## config.mk

```make
export PLATFORM = sky130hd
export DESIGN_NAME = stage_f_flat
export DESIGN_NICKNAME = d
export VERILOG_FILES = /design/src/rtl/stage_f_if.sv /design/src/rtl/stage_f.sv /design/src/flat_wrapper.sv
export SDC_FILE = /design/constraint.sdc
export NUM_CORES = 1
export LEC_CHECK = 0
export ABC_CLOCK_PERIOD_IN_PS = 4280
export BUFFER_PORTS_ARGS = -buffer_cell sky130_fd_sc_hd__buf_2
export CORE_UTILIZATION = 25
export DETAILED_ROUTE_END_ITERATION = 7
export SLEW_MARGIN = 30
export SYNTH_ARGS = -nofsm -noshare
export SYNTH_HDL_FRONTEND = slang
export SYNTH_SLANG_ARGS = --single-unit
```

## constraint.sdc

```tcl
create_clock -name clk_i -period 4.28 [get_ports clk_i]
set_input_delay 0.214 -clock clk_i [delete_from_list [all_inputs] [get_ports clk_i]]
set_output_delay 0.214 -clock clk_i [all_outputs]
set_load 0.02 [all_outputs]
```

## src/rtl/stage_f_if.sv

```systemverilog
// Fetch-stage signal bundle: instruction bus, decode hand-off and execute redirect.
// master = stage_f itself, slave = the surrounding bus/decode/execute environment.
interface stage_f_if;
  logic [63:0] i_adr_o;
  logic        i_cyc_o;
  logic        i_stb_o;
  logic        i_ack_i;
  logic [31:0] i_dat_i;
  logic        f_ack_o;
  logic [31:0] f_dat_o;
  logic [63:0] f_pc_o;
  logic        x_jmp_i;
  logic [63:0] x_pc_i;

  modport master (
    output i_adr_o, i_cyc_o, i_stb_o, f_ack_o, f_dat_o, f_pc_o,
    input  i_ack_i, i_dat_i, x_jmp_i, x_pc_i
  );

  modport slave (
    input  i_adr_o, i_cyc_o, i_stb_o, f_ack_o, f_dat_o, f_pc_o,
    output i_ack_i, i_dat_i, x_jmp_i, x_pc_i
  );
endinterface

```

## src/rtl/stage_f.sv

```systemverilog
// Instruction fetch stage: owns the PC, runs Wishbone-classic reads and hands
// words to decode; redirects drop any stale word still in flight.
module stage_f #(
  parameter logic [63:0] RESET_PC = 64'hFFFF_FFFF_FFFF_FF00
) (
  input  logic              clk_i,
  input  logic              reset_i,
  stage_f_if.master         bus,
  output logic [1:0]        dbg_state_o
);
  // Bus handshake: a read completes on the edge where cyc/stb and i_ack_i are
  // both high; the address is held unchanged from strobe to ack.

  typedef enum logic [1:0] {
    IDLE    = 2'd0,
    FETCH   = 2'd1,
    DISCARD = 2'd2
  } state_e;

  localparam logic [31:0] NOP = 32'h0000_0013;

  state_e      state_q, state_d;
  logic [63:0] pc_q, pc_d;
  logic [63:0] tgt_q, tgt_d;
  logic        f_ack_q, f_ack_d;
  logic [31:0] f_dat_q, f_dat_d;
  logic [63:0] f_pc_q, f_pc_d;
  logic [63:0] jmp_pc;

  assign jmp_pc = {bus.x_pc_i[63:2], 2'b00};

  always_ff @(posedge clk_i) begin
    if (reset_i) begin
      state_q <= IDLE;
      pc_q    <= RESET_PC;
      tgt_q   <= RESET_PC;
      f_ack_q <= 1'b0;
      f_dat_q <= NOP;
      f_pc_q  <= RESET_PC;
    end else begin
      state_q <= state_d;
      pc_q    <= pc_d;
      tgt_q   <= tgt_d;
      f_ack_q <= f_ack_d;
      f_dat_q <= f_dat_d;
      f_pc_q  <= f_pc_d;
    end
  end

  always_comb begin
    state_d = state_q;
    pc_d    = pc_q;
    tgt_d   = tgt_q;
    f_ack_d = 1'b0;
    f_dat_d = f_dat_q;
    f_pc_d  = f_pc_q;
    case (state_q)
      IDLE: begin
        state_d = FETCH;
        if (bus.x_jmp_i) pc_d = jmp_pc;
      end
      FETCH: begin
        if (bus.i_ack_i) begin
          if (bus.x_jmp_i) begin
            pc_d = jmp_pc;
          end else begin
            f_ack_d = 1'b1;
            f_dat_d = bus.i_dat_i;
            f_pc_d  = pc_q;
            pc_d    = pc_q + 64'd4;
          end
        end else if (bus.x_jmp_i) begin
          // Cannot retarget mid-cycle: park the target until the old read acks.
          tgt_d   = jmp_pc;
          state_d = DISCARD;
        end
      end
      DISCARD: begin
        if (bus.i_ack_i) begin
          pc_d    = bus.x_jmp_i ? jmp_pc : tgt_q;
          state_d = FETCH;
        end else if (bus.x_jmp_i) begin
          tgt_d = jmp_pc;
        end
      end
      default: state_d = IDLE;
    endcase
  end

  assign bus.i_adr_o = pc_q;
  assign bus.i_cyc_o = (state_q != IDLE);
  assign bus.i_stb_o = (state_q != IDLE);
  assign bus.f_ack_o = f_ack_q;
  assign bus.f_dat_o = f_dat_q;
  assign bus.f_pc_o  = f_pc_q;
  assign dbg_state_o = state_q;
endmodule

```

## src/flat_wrapper.sv

```systemverilog
// flat-port wrapper written by rule: the top's interface ports become plain ports
module stage_f_flat 
#(
  parameter logic [63:0] RESET_PC = 64'hFFFF_FFFF_FFFF_FF00
)
  (clk_i, reset_i, dbg_state_o, bus_i_adr_o, bus_i_cyc_o, bus_i_stb_o, bus_f_ack_o, bus_f_dat_o, bus_f_pc_o, bus_i_ack_i, bus_i_dat_i, bus_x_jmp_i, bus_x_pc_i);
  stage_f_if bus_i ();
  input  logic clk_i;
  input  logic reset_i;
  output logic [1:0] dbg_state_o;
  output wire logic [$bits(bus_i.i_adr_o)-1:0] bus_i_adr_o;
  output wire logic [$bits(bus_i.i_cyc_o)-1:0] bus_i_cyc_o;
  output wire logic [$bits(bus_i.i_stb_o)-1:0] bus_i_stb_o;
  output wire logic [$bits(bus_i.f_ack_o)-1:0] bus_f_ack_o;
  output wire logic [$bits(bus_i.f_dat_o)-1:0] bus_f_dat_o;
  output wire logic [$bits(bus_i.f_pc_o)-1:0] bus_f_pc_o;
  input wire logic [$bits(bus_i.i_ack_i)-1:0] bus_i_ack_i;
  input wire logic [$bits(bus_i.i_dat_i)-1:0] bus_i_dat_i;
  input wire logic [$bits(bus_i.x_jmp_i)-1:0] bus_x_jmp_i;
  input wire logic [$bits(bus_i.x_pc_i)-1:0] bus_x_pc_i;
  assign bus_i_adr_o = bus_i.i_adr_o;
  assign bus_i_cyc_o = bus_i.i_cyc_o;
  assign bus_i_stb_o = bus_i.i_stb_o;
  assign bus_f_ack_o = bus_i.f_ack_o;
  assign bus_f_dat_o = bus_i.f_dat_o;
  assign bus_f_pc_o = bus_i.f_pc_o;
  assign bus_i.i_ack_i = bus_i_ack_i;
  assign bus_i.i_dat_i = bus_i_dat_i;
  assign bus_i.x_jmp_i = bus_x_jmp_i;
  assign bus_i.x_pc_i = bus_x_pc_i;
  stage_f #(.RESET_PC(RESET_PC)) u_core (.clk_i(clk_i), .reset_i(reset_i), .bus(bus_i), .dbg_state_o(dbg_state_o));
endmodule
```

After elaboration in Yosys (flattened, before gate mapping) --
Index checks and enable logic that the tools add are counted.
Storage, ports and cells: register bits 227, input port bits 100, output and inout bits 165, bits in latches 0, bits in read-only memories 0, logic and storage cells 37, memory bits (writable) 0, memories 0
Operators by class: muxes and demuxes 11, divide/modulo/power cells 0, multiply operators 0, bitwise gates (word level) 3, reduce and logical (&&, ||, !) cells 9, magnitude comparators 0, shift operators 0, add/subtract/negate cells 1, equality and inequality tests 7
Operators with widths (count):
- 64-bit 2-to-1 mux | 5
- 64-bit one-hot mux with 3 select lines | 1
- 64-bit by 3-bit adder with 64-bit output (second input constant) | 1
- 2-bit inequality test (second input constant) | 5
- 2-bit 2-to-1 mux | 3
- 2-bit one-hot mux with 3 select lines | 1
- 3-bit AND reduction | 2
- 4-bit AND reduction | 1
- 1-bit inverter | 3
- 3-bit nonzero test | 1
- 3-bit OR reduction | 1
- 2-bit by 1-bit == test with 1-bit output (second input constant) | 1
- 2-bit == test (second input constant) | 1
- 2-bit logical NOT | 1
- 2-bit AND reduction | 1
- 2-bit nonzero test | 1
- 2-bit OR reduction | 1
- 1-bit 2-to-1 mux | 1

Depth between registers and ports, before layout --
Gate-level depths: netlist of the first run.
depth after elaboration 4, depth in mapped cells 10, gate-level depth less buffers 8

Least setup slack after synthesis of the first run --
No wires, ideal clock.
kind reg-to-reg, start point reg u_core.state_q[0] (netlist: u_core.dbg_state_o[0]), end point reg u_core.pc_q[13] (netlist: u_core.bus.i_adr_o[13]), data required time 4163 ps, buffers on the path 2, data arrival time 2413 ps, path slack 1751 ps, period minus slack after synthesis 2529 ps, cell stages (with the launch flop) 10, setup time 117 ps, cell sequence dfxtp_1 > inv_1 > ha_1 > buf_2 > o21ba_1 > or4_1 > buf_2 > a221o_1 > o31a_1 > o22a_1
Between the ends: longest elaborated chain between the ends 3, elaborated cells between the ends (all ways) 9, those cells by class eq/ne (5); mux (1); reduce/logical (3)
RTL lines:
- start, declared | RTL line stage_f.sv:22 | state_e state_q, state_d;
- start signal, assigned | RTL line stage_f.sv:41 | state_q <= state_d;
- 2-bit by 1-bit == test with 1-bit output, or another cell as far along | RTL line stage_f.sv:57 | case (state_q)
- 2-bit inequality test (no line) or 3-bit nonzero test (tied branches)
- 4-bit AND reduction (no line)
- end signal, assigned | RTL line stage_f.sv:42 | pc_q <= pc_d;
- end, declared | RTL line stage_f.sv:23 | logic [63:0] pc_q, pc_d;
Parallel ways exist; a longest one is shown, timed or not. A chain may end at the register's enable or synchronous reset.

Worst setup path after layout of the first run --
start point reg u_core.state_q[1] (netlist: u_core.dbg_state_o[1]), end point reg u_core.pc_q[35] (netlist: u_core.bus.i_adr_o[35])
The elaborated chain is that of the path after synthesis.

==> run metrics, run 1 <==
Post-synth EDFFs 0; vias 11.5k; total leakage power 5.99 nW; Die Wd 209 um; first-pass GRT wire length 62100 um; vias in the first global route 10.6k; clock sinks 227; Vias/cell 5.12; post-synthesis adder-cell area fraction 0.00702; maxcap violations 0; Crit Path Category flop to flop; Slew Limit Fails 0; Post-Place Setup Slack 1.13 ns; cell count after synthesis 1388; Post-CTS Setup Bufs 0; grt ovf 0; normalized max-slew margin 0.403; Max Clock Skew 0.0148 ns; CP max FO 17; post-synthesis mux area share 0.000936; delay-heaviest family, CP compound AO/OA/AOI/OAI gates; Mapped Area 10700 sq um; # fillers 4407; hold crit path type input pin to flop; PnR worst setup slack 1.01 ns; syn avg cell area 7.70 sq um; Total GRT Usage 0.180; total negative slack 0 ns; Post-DRT Antenna Nets 0; final setup fails 0; Post-Synth Simple-Gate Area 0.269; largest family of logic cells by synthesized area simple AND/OR/NAND/NOR gates; YS warnings 0; most common library cell in the layout ignoring fill and taps nand2_1; Remaining DRCs 0; CTS Buf Count 26; Layout Area Growth over Synthesis 33.0%; DIE HEIGHT 209 um; die area 43600 sq um; Starting Density 0.254; CP Launch Type flop; unrepaired setup endpoints after global routing false; Placed Area 12400 sq um; number of buffers added on ports 262; DR pass1 iterations 5; worst-margin pin slew 0.895 ns; Yosys cell types 59; syn nets 1494; post-route cell area 14200 sq um; CP Data Arrival Time 3.68 ns; core area 42000 sq um; compound-cell area share of the yosys netlist 0.222; nets@finish 1784; row count 75; CTS tree yes; crit path max-delay cell type or4_1; Reg clk slew, reported paths 0.06 ns; commonest cells after routing, fill and taps aside nand2_1 (363), buf_2 (262), dfxtp_1 (227), nand3_1 (140), a21oi_1 (104); CP Buf/Inv Count 1; Final period util 0.765; initial antenna violation count 7; Finished Core Util 0.338; synthesis-stage register bit count 227; CTS root buffer clkbuf_16; top_reg_cell synth dfxtp_1; Post-Route WL 40800 um; xor and xnor area share after synthesis 0.0262; worst-path cell chain inv_1 -> ha_1 -> o21ba_1 -> or4_1 -> a221oi_1 -> o21ai_0 -> a21oi_1 -> a21oi_1; area of the multi-input gates 5650 sq um; DR iter-0 viols 1035; Worst path max stage delay 0.89 ns; run status complete, no violations; fin crit period 3.27 ns; asr flop ratio synth 0; Longest Clk Path Bufs 3; per-cell routed wire length 18.2 um; Peak VDD IR 0.309 mV; gpl congestion 0.904; register area share after synthesis 0.425; Tot Pwr 0.00659 W; largest net degree at the start of global routing 106; share of cells above drive strength 1 0.201; clk_lat worst skew 0.55 ns; # IOs 265; Highest Clock Rate 305 MHz; Crit path top cell by count a21oi_1; register area 4540 sq um; post-DP HPWL 28500 um; final hold violations 0; CTS H-tree depth 1; critical path capture point type flop; PD cells 463 nW/um^2; Critical Path RT 4.68 ns
## cells by family (layout without fill, tap and decap cells)
kind of cell | Yosys count | count (layout)
DFF | 227 | 227
muxes | 1 | 1
other | 0 | 4
xor gates and xnor gates | 32 | 32
buffers and inverters | 135 | 442
and+or+nand+nor | 640 | 640
adders and majority gates | 6 | 6
AOI/OAI and AO/OA | 347 | 347
## flip-flops by register name, summed over array words and instances (netlist names)
register            count
u_core.bus.f_pc_o      64
u_core.bus.i_adr_o     64
u_core.tgt_q           64
u_core.bus.f_dat_o     32
u_core.dbg_state_o      2
u_core.bus.f_ack_o      1
## power by group
part           total, W  switching (W)  internal [W]
registers       0.00265       0.000316       0.00233
clock network   0.00220       0.000905       0.00130
logic           0.00174        0.00109      0.000647
total           0.00659        0.00231       0.00428
## cell usage after synthesis, drive strengths merged (8+ instances only)
| cell type | count | area share |
|---|---|---|
| a21oi | 104 | 0.049 |
| nor4 | 13 | 0.010 |
| nand2 | 365 | 0.13 |
| clkbuf | 92 | 0.032 |
| o21ai | 68 | 0.032 |
| nand3 | 140 | 0.066 |
| o211ai | 35 | 0.025 |
| xor2 | 16 | 0.013 |
| a221oi | 22 | 0.018 |
| xnor2 | 16 | 0.013 |
| buf | 22 | 0.010 |
| and3 | 13 | 0.0076 |
| inv | 21 | 0.0074 |
| dfxtp | 227 | 0.42 |
| nand4 | 21 | 0.014 |
| a22o | 42 | 0.034 |
| a221o | 29 | 0.027 |
| and4 | 8 | 0.0066 |
| o311ai | 8 | 0.0066 |
| nor2 | 44 | 0.016 |
| nor3 | 20 | 0.011 |
## worst register-to-register path, stage by stage (launching register included)
cell	delay (ns)
dfxtp_1	0.42
inv_1	0.10
ha_1	0.33
o21ba_1	0.29
or4_1	0.89
a221oi_1	0.66
o21ai_0	0.19
a21oi_1	0.19
a21oi_1	0.06
## through the flow
stage	hold WS (ns)	instances
after floorplan	0.338	1388
after global placement	0.423	2096
after detailed placement	0.431	2096
after CTS	0.0201	2233
after global routing	0.0365	2237
final	0.0458	2238
## layer usage
layer,part of all wire,GRT usage
met4,0.037,0.0753
met1,0.45,0.243
met5,0.00064,0
met3,0.076,0.0325
met2,0.44,0.280
## final cells by class
| cell class | instances | area share |
|---|---|---|
| antenna | 4 | 0.000704 |
| clock buffer | 40 | 0.0545 |
| clock inverter | 5 | 0.00378 |
| inverter | 21 | 0.00572 |
| multi-input combinational | 1026 | 0.397 |
| sequential | 227 | 0.320 |
| tap | 539 | 0.0474 |
| timing repair buffer | 376 | 0.171 |
## path summary, 6_finish.rpt
kind / from / end / slack, ns / cells after the start
setup / recovery: u_core.dbg_state_o[1] / u_core.bus.i_adr_o[35] / 1.01 / 8
hold / removal: bus_x_pc_i[18] / u_core.tgt_q[18] / 0.05 / 3
setup reg to reg: u_core.dbg_state_o[1] / u_core.bus.i_adr_o[35] / 1.01 / 8
hold reg to reg: u_core.bus.f_dat_o[21] / u_core.bus.f_dat_o[21] / 0.45 / 2
## timing repair
| item | CTS | global route |
|---|---|---|
| gates resized for setup | 0 | 0 |
| hold buffers | 92 | 0 |
| hold endpoints to repair | 111 | 0 |
(Power assumes the default switching activity.)
==> run 2, diff against run 1 <==
--- a/config.mk
+++ b/config.mk
@@ -5,7 +5,7 @@
 export SDC_FILE = /design/constraint.sdc
 export NUM_CORES = 1
 export LEC_CHECK = 0
-export ABC_CLOCK_PERIOD_IN_PS = 4280
+export ABC_CLOCK_PERIOD_IN_PS = 3100
 export BUFFER_PORTS_ARGS = -buffer_cell sky130_fd_sc_hd__buf_2
 export CORE_UTILIZATION = 25
 export DETAILED_ROUTE_END_ITERATION = 7
==> constraint.sdc (replaced) <==
create_clock -name clk_i -period 3.1 [get_ports clk_i]
set_input_delay 0.155 -clock clk_i [delete_from_list [all_inputs] [get_ports clk_i]]
set_output_delay 0.155 -clock clk_i [all_outputs]
set_load 0.02 [all_outputs]
==> run metrics, run 2 (synthesis results as in run 1) <==
run status complete, no violations; RR Endpoint u_core.bus.i_adr_o[13]; unrepaired setup endpoints after global routing false; gpl congestion 0.879; DIE HEIGHT 209 um; final hold violations 0; DR iter-0 viols 968; grt ovf 0; total leakage power 6.18 nW; nets@finish 1818; Post-DRT Antenna Nets 0; Max Clock Skew 0.0208 ns; CP Launch Type flop; fin crit period 2.78 ns; final setup fails 0; normalized max-slew margin 0.453; Vias/cell 5.08; crit path max-delay cell type or4_1; Post-Route WL 41300 um; CTS root buffer clkbuf_16; Worst R2R Path Depth 8; vias in the first global route 10.5k; Total GRT Usage 0.179; post-DP HPWL 29400 um; CP Data Arrival Time 3.23 ns; core area 42000 sq um; worst-margin pin slew 0.817 ns; CTS tree yes; initial antenna violation count 6; post-route cell area 14500 sq um; most common library cell in the layout ignoring fill and taps nand2_1; PD cells 638 nW/um^2; Starting Density 0.254; Worst path max stage delay 0.69 ns; r2r startpoint u_core.dbg_state_o[0]; Die Wd 209 um; CTS Buf Count 26; DR pass1 iterations 7; # IOs 265; Critical Path RT 3.55 ns; CTS H-tree depth 1; Post-CTS Setup Bufs 0; per-cell routed wire length 18.2 um; vias 11.6k; largest net degree at the start of global routing 63; first-pass GRT wire length 62200 um; row count 75; share of cells above drive strength 1 0.218; Placed Area 12700 sq um; Remaining DRCs 0; hold crit path type input pin to flop; clock sinks 227; Final period util 0.896; # fillers 4454; Crit Path Category flop to flop; Highest Clock Rate 360 MHz; worst-path cell chain inv_1 -> ha_1 -> o21ba_1 -> or4_1 -> buf_4 -> a221o_1 -> o31a_1 -> o22a_1; Worst Setup SP u_core.dbg_state_o[0]; worst reg2reg setup slack 0.32 ns; commonest cells after routing, fill and taps aside nand2_1 (363), buf_2 (262), dfxtp_1 (227), nand3_1 (140), a21oi_1 (104); die area 43600 sq um; Reg clk slew, reported paths 0.06 ns; Layout Area Growth over Synthesis 35.6%; maxcap violations 0; critical path capture point type flop; CP max FO 10; Setup crit end u_core.bus.i_adr_o[13]; number of buffers added on ports 262; total negative slack 0 ns; clk_lat worst skew 0.56 ns; Slew Limit Fails 0; Longest Clk Path Bufs 3; Peak VDD IR 0.367 mV
## run 2: cell types whose count changed in the layout (fill, tap and decap cells not counted), moves of 2 or more
cell           previous run  this run
inv_6                     0         2
diode_2                   4         2
dlygate4sd3_1            92        94
clkinv_2                  3         6
clkbuf_1                  8         5
buf_4                    19        52
## run 2: critical path, delay by kind of cell, from the launching register on
kind | cells | cell delay (ns)
flip-flops | 1 | 0.43
AO/OA/AOI/OAI | 4 | 0.96
AND/OR/NAND/NOR | 1 | 0.69
adder cells (fa/ha/maj) | 1 | 0.24
buffers and inverters | 2 | 0.35
## run 2: final cells by class
cell class	count	area, sq um	area share
well taps	539	674	0.0465
flip-flops and latches	227	4540	0.313
clock buffers	38	777	0.0536
repair buffers	410	2680	0.185
multi-input cells	1026	5650	0.390
diodes	2	5.00	0.000345
inverters	21	81.3	0.00561
clock inverters	10	86.3	0.00595
## run 2: layer usage
metal	vias up	global-route usage	part of all wire
met5	-	0	0.0012
met2	513	0.280	0.45
met4	8	0.0530	0.023
met1	5356	0.250	0.45
met3	69	0.0320	0.076
li1	5612	-	-
## run 2: timing repair
item / 4_1_cts / 5_1_grt
resized for setup: 0 / 0
setup endpoints to repair: 0 / 0
hold endpoints to repair: 125 / 0
hold buffers: 94 / 0
## run 2: power breakdown
part | total, W | switching (W) | internal, W
Clock | 0.00313 | 0.00130 | 0.00182
Combinational | 0.00251 | 0.00156 | 0.000950
Sequential | 0.00363 | 0.000406 | 0.00322
Total | 0.00926 | 0.00326 | 0.00599
## run 2: worst min path at each step
stage,from,endpoint,depth (start not counted)
floorplan,bus_x_pc_i[20],u_core.tgt_q[20],2
global placement,bus_i_dat_i[0],u_core.bus.f_dat_o[0],3
detailed placement,bus_i_dat_i[0],u_core.bus.f_dat_o[0],3
CTS,bus_i_ack_i,u_core.dbg_state_o[1],4
global route,reset_i,u_core.bus.i_adr_o[0],3
finish,bus_i_ack_i,u_core.dbg_state_o[1],4
## run 2: per-stage QoR
step | worst slack (ns) | hold slack, ns | util | power, W | std cells
finish | 0.324 | 0.128 | 0.345 | 0.00926 | 2273
global route | 0.183 | 0.188 | 0.345 | 0.00970 | 2271
floorplan | 0.571 | 0.279 | - | 0.00511 | 1388
detailed placement | 0.315 | 0.371 | 0.302 | 0.00605 | 2129
CTS | 0.314 | 0.112 | 0.345 | 0.00931 | 2271
global placement | 0.386 | 0.366 | 0.302 | 0.00602 | 2129
